File: src/rtl/spi_write_nbit.sv
// spi_write_nbit - parametrised SPI-style write/read engine.
// Generates its own csn/sclk, shifts a WIDTH-bit word out on mosi and
// captures a WIDTH-bit return word from miso (sclk idle low, mosi changes
// on the falling edge, miso sampled on the rising edge).
// Ports:
//   clk_i, rstn_i      system clock, synchronous active-low reset
//   start_i, data_in_i transfer request and word to send (sampled on accept)
//   miso_i             serial return data
//   csn_o, sclk_o      chip select (active low), serial clock
//   mosi_o             serial transmit data
//   busy_o, done_o     transfer in progress, one-cycle completion pulse
//   data_rx_o          last complete received word
module spi_write_nbit #(
  parameter int WIDTH     = 8,
  parameter int DIV       = 2,
  parameter bit MSB_FIRST = 1'b1
) (
  input  logic             clk_i,
  input  logic             rstn_i,
  input  logic             start_i,
  input  logic [WIDTH-1:0] data_in_i,
  input  logic             miso_i,
  output logic             csn_o,
  output logic             sclk_o,
  output logic             mosi_o,
  output logic             busy_o,
  output logic             done_o,
  output logic [WIDTH-1:0] data_rx_o
);

  localparam int CW = (DIV > 1) ? $clog2(DIV) : 1;
  localparam int BW = $clog2(WIDTH + 1);

  typedef enum logic [1:0] {IDLE, SETUP, SHIFT, HOLD} state_t;

  state_t           state_q, state_d;
  logic [CW-1:0]    cnt_q, cnt_d;
  logic [BW-1:0]    bits_q, bits_d;
  logic             sclk_q, sclk_d;
  logic             done_q, done_d;
  logic [WIDTH-1:0] tx_q, tx_d;
  logic [WIDTH-1:0] rx_q, rx_d;
  logic [WIDTH-1:0] data_rx_q, data_rx_d;

  logic             tick;
  logic             last_bit;
  logic [WIDTH-1:0] tx_next;
  logic [WIDTH-1:0] rx_next;

  assign tick     = (cnt_q == CW'(DIV - 1));
  assign last_bit = (bits_q == BW'(WIDTH));

  // Shift direction follows bit order: the bit on the wire is always the
  // tx_q end that leaves first, and the first received bit ends up at the
  // matching end of rx_q after WIDTH shifts.
  assign tx_next = MSB_FIRST ? {tx_q[WIDTH-2:0], 1'b0} : {1'b0, tx_q[WIDTH-1:1]};
  assign rx_next = MSB_FIRST ? {rx_q[WIDTH-2:0], miso_i} : {miso_i, rx_q[WIDTH-1:1]};

  always_ff @(posedge clk_i) begin
    if (!rstn_i) begin
      state_q   <= IDLE;
      cnt_q     <= '0;
      bits_q    <= '0;
      sclk_q    <= 1'b0;
      done_q    <= 1'b0;
      tx_q      <= '0;
      rx_q      <= '0;
      data_rx_q <= '0;
    end else begin
      state_q   <= state_d;
      cnt_q     <= cnt_d;
      bits_q    <= bits_d;
      sclk_q    <= sclk_d;
      done_q    <= done_d;
      tx_q      <= tx_d;
      rx_q      <= rx_d;
      data_rx_q <= data_rx_d;
    end
  end

  always_comb begin
    state_d   = state_q;
    cnt_d     = tick ? '0 : cnt_q + CW'(1);
    bits_d    = bits_q;
    sclk_d    = sclk_q;
    done_d    = 1'b0;
    tx_d      = tx_q;
    rx_d      = rx_q;
    data_rx_d = data_rx_q;
    unique case (state_q)
      IDLE: begin
        cnt_d  = '0;
        sclk_d = 1'b0;
        if (start_i) begin
          tx_d    = data_in_i;
          rx_d    = '0;
          bits_d  = '0;
          state_d = SETUP;
        end
      end
      // Chip-select setup: sclk low for DIV cycles, then the first rise.
      SETUP: begin
        if (tick) begin
          state_d = SHIFT;
          sclk_d  = 1'b1;
          rx_d    = rx_next;
          bits_d  = BW'(1);
        end
      end
      // Each sclk period is DIV high then DIV low. The low half after the
      // last bit completes the final period before HOLD starts.
      SHIFT: begin
        if (tick) begin
          if (sclk_q) begin
            sclk_d = 1'b0;
            if (!last_bit) tx_d = tx_next;
          end else if (last_bit) begin
            state_d = HOLD;
          end else begin
            sclk_d = 1'b1;
            rx_d   = rx_next;
            bits_d = bits_q + BW'(1);
          end
        end
      end
      HOLD: begin
        if (tick) begin
          state_d   = IDLE;
          done_d    = 1'b1;
          data_rx_d = rx_q;
          tx_d      = '0;
        end
      end
      default: state_d = IDLE;
    endcase
  end

  assign busy_o    = (state_q != IDLE);
  assign csn_o     = (state_q == IDLE);
  assign sclk_o    = sclk_q;
  assign mosi_o    = busy_o & (MSB_FIRST ? tx_q[WIDTH-1] : tx_q[0]);
  assign done_o    = done_q;
  assign data_rx_o = data_rx_q;

endmodule
File: config.mk
export PLATFORM = sky130hd
export DESIGN_NAME = spi_write_nbit
export DESIGN_NICKNAME = d
export VERILOG_FILES = /design/src/rtl/spi_write_nbit.sv
export SDC_FILE = /design/constraint.sdc
export NUM_CORES = 1
export LEC_CHECK = 0
export ABC_AREA = 0
export CORE_MARGIN = 2
export CORE_UTILIZATION = 57
export CTS_BUF_LIST = sky130_fd_sc_hd__clkbuf_16
export CTS_CLUSTER_DIAMETER = 50
export DETAILED_ROUTE_END_ITERATION = 10
export GPL_TIMING_DRIVEN = 0
export MAX_ROUTING_LAYER = met4
export PLACE_DENSITY = 0.94
export SLEW_MARGIN = 20
export SYNTH_ARGS = -nofsm -noshare
export SYNTH_HDL_FRONTEND = slang
export SYNTH_SLANG_ARGS = --single-unit
File: constraint.sdc
create_clock -name clk_i -period 4 [get_ports clk_i]
set_input_delay 0.6 -clock clk_i [delete_from_list [all_inputs] [get_ports clk_i]]
set_output_delay 0.6 -clock clk_i [all_outputs]
set_load 0.02 [all_outputs]
==> results.toml <==
[grt]
antenna_found_initial = 0
grt-ovfl-total = 0
grtUsageTotal = 0.282
grt_max_degree = 12
grt_pass1_vias = 1511
grt_pass1_wl_um = 6980

[cells_and_area]
antenna_cells = 0
area_growth_pct = 28.5
fill_cells = 180
drive_above_1_share = 0.0889
fin_nets = 244

[yosys]
synth_top_area_share = 0.401
synth_top_area_cell = "dfxtp_1"
avgSynthCellArea_um2 = 8.53
yosysSeqAreaShare = 0.401
synth_flop_cell = "dfxtp_1"
synth.area.top_cells = "dfxtp_1 40%, a21oi_1 8.8%, ha_1 6.1%, nand3_1 5.2%, nand2_1 3.6%"
synth_xor_area_frac = 0
synth_top_family_by_area = "simple AND/OR/NAND/NOR gates"
async_reset_ff_frac = 0
synth_mux_area_frac = 0.0122
ys_ff_latch = 33
synth.distinct_cells = 39
synth_cells = 193
synth_edf_count = 0
synth_adder_area_share = 0.0608
synth_simple_gate_area_frac = 0.261
syn_area_um2 = 1650
synth_nets = 213
yosysWarnings = 0
synth_compound_area_frac = 0.208

[setup_path]
critPathMaxFanout = 6
max_stage_delay_ns = 0.61
start_kind = "flip-flop"
cp.arrival_ns = 1.82
crit_slowest_cell = "clkdlybuf4s50_1"
r2r-start = "state_q[0]"
crit_end = "mosi_o"
end_kind = "output port"
cp.depth = 4
cp.buffers_inverters = 2
cpLargestDelayFamily = "buffers and inverters"
path_cells = "inv_1, ha_1, nor2b_1, clkdlybuf4s50_1"
reg2reg_depth = 8
reg2reg_to = "rx_q[5]"
critical_path_class = "reg2out"
cp.required_ns = 3.40
ff2ff_setup_slack_ns = 1.98
critPathLaunch = "state_q[1]"

[die]
die_w_um = 57.7
start_util = 0.597
coreArea_um2 = 2760
dieArea_um2 = 3330
die_h_um = 57.7
io_pins = 25
fp-row-count = 19

[cts]
insertion_delay_ns = 0.29
root_buffer = "clkbuf_16"
postCtsResizedCells = 0
cts.path.max_buffers = 2
htreeDepth = 2
cts_tree = "yes"
cts.sinks = 33
path_clk_slew_ns = 0.06
ctsHoldBuffers = 0
cts_setup_buffers = 0
cts_buffers = 5

[sta]
period_needed_ns = 2.42
finalCritPeriodShare = 0.605
finalWorstSetupSlack_ns = 1.58
fin_worst_skew_ns = 0.00625
rsz0062_at_grt = "false"
finalSetupViolations = 0
clock.fmax_mhz = 413
setup_tns_ns = 0
worstMarginPinSlew_ns = 0.475
slew-limit-headroom = 0.683
final_hold_viol_count = 0
drv_slew = 0

[power]
power_density_nw_per_um2 = 781
p_leak_nw = 0.795
p_sw_w = 0.000637
clkPwrFrac = 0.303
ir_drop_mv = 0.771
power.internal_w = 0.00102
p_sw_frac = 0.385
combPwrFrac = 0.439
seqPwrFrac = 0.258

[outcome]
status = "finished clean"

[routing]
drt_pass1_iterations = 7
via_per_inst = 6.21
wl_per_cell_um = 16.0
antenna_left = 0
via_count = 1589
route.detailed.drc = 0
drt_iter0_markers = 117
routed_wl_um = 4090

[placed_design]
pre_cts_slack_ns = 1.80
place_hpwl_um = 2690
numPortBuffers = 24
gp_congestion = 0.908

[flow_run]
drv_cap = 0

[worst_hold_path]
hp-class = "reg2reg"
## placed cells by master, fill, tap and decap left out, drive strengths merged, types with 2 or more instances in the layout
cell / count
dfxtp: 33
a21oi: 29
clkdlybuf4s50: 24
nand3: 18
nand2: 16
clkbuf: 14
o21ai: 11
nand4: 9
ha: 8
inv: 7
nor3b: 6
nor2: 6
buf: 5
nand2b: 4
o211a: 4
nor3: 3
o31ai: 3
a211oi: 3
nor2b: 2
and2: 2
nand3b: 2
mux2i: 2
and3: 2
bufinv: 2
nand4b: 2
## worst min path at each step
stage,from,endpoint,slack [ns],cells after the start
final,data_rx_o[0],data_rx_o[0],0.45,2
after global routing,tx_q[3],tx_q[3],0.47,2
after CTS,data_rx_o[0],data_rx_o[0],0.45,2
after detailed placement,data_rx_o[0],data_rx_o[0],0.45,2
after global placement,data_rx_o[1],data_rx_o[1],0.44,2
after floorplan,tx_q[3],tx_q[3],0.43,2
## kinds of logic after synthesis
kind of cell    Yosys count
buf+inv                  21
simple gates             74
compound gates           55
mux                       2
fa+ha+maj                 8
flops                    33
## synth_stat cells, types with 3 or more instances
master	instances
dfxtp_1	33
nor3b_1	6
nand4_1	9
nand2b_1	4
nor2_1	5
o31ai_1	3
o211a_1	4
o21ai_0	10
clkbuf_1	9
a21oi_1	29
nor3_1	3
inv_1	6
nand3_1	17
nand2_1	16
ha_1	8
## registers in the layout, summed over array words and instances, names as in the netlist
signal and flops:
done_o 1, data_rx_o 8, bits_q 4, state_q 2, tx_q 8, cnt_q 1, rx_q 8, sclk_o 1
## metal layers
layer | part of all wire | vias to the layer above | global-route usage
li1 | - | 759 | -
met1 | 0.40 | 740 | 0.343
met2 | 0.49 | 73 | 0.440
met3 | 0.077 | 17 | 0.0781
met4 | 0.028 | 0 | 0.116
met5 | 0 | - | -
## area by class of cell
type,count,area [um^2],share of cell area
plain buffers,14,66.3,0.0313
clock buffers,5,125,0.0591
clock inverters,3,65.1,0.0308
inverters,7,26.3,0.0124
multi-input cells,139,893,0.422
flip-flops and latches,33,661,0.312
well taps,31,38.8,0.0183
repair buffers,24,240,0.114
## worst register-to-register path, cell delays in order, from the launching register on
cell      delay [ns]
dfxtp_1         0.38
inv_1           0.12
ha_1            0.23
buf_6           0.15
nor2_2          0.13
o21ba_2         0.16
clkbuf_1        0.35
nand4_1         0.18
a21oi_1         0.22
## power groups by stage
stage                     combinational [W]  clock (W)  sequential (W)
after CTS                          0.000715   0.000501        0.000426
after global routing               0.000801   0.000515        0.000433
final                              0.000726   0.000501        0.000427
after global placement             0.000681          0        0.000429
after detailed placement           0.000700          0        0.000431
after floorplan                    0.000528          0        0.000424
## per-stage QoR
| step | hold slack, ns | power [W] | util | instance area, um^2 | cells |
|---|---|---|---|---|---|
| floorplan | 0.429 | 0.000952 | - | 1650 | 193 |
| global placement | 0.442 | 0.00111 | 0.698 | 1930 | 248 |
| detailed placement | 0.447 | 0.00113 | 0.698 | 1930 | 248 |
| CTS | 0.454 | 0.00164 | 0.767 | 2120 | 256 |
| global route | 0.475 | 0.00175 | 0.767 | 2120 | 256 |
| finish | 0.454 | 0.00165 | 0.767 | 2120 | 256 |
No activity file was read; power rests on OpenSTA's default activity.
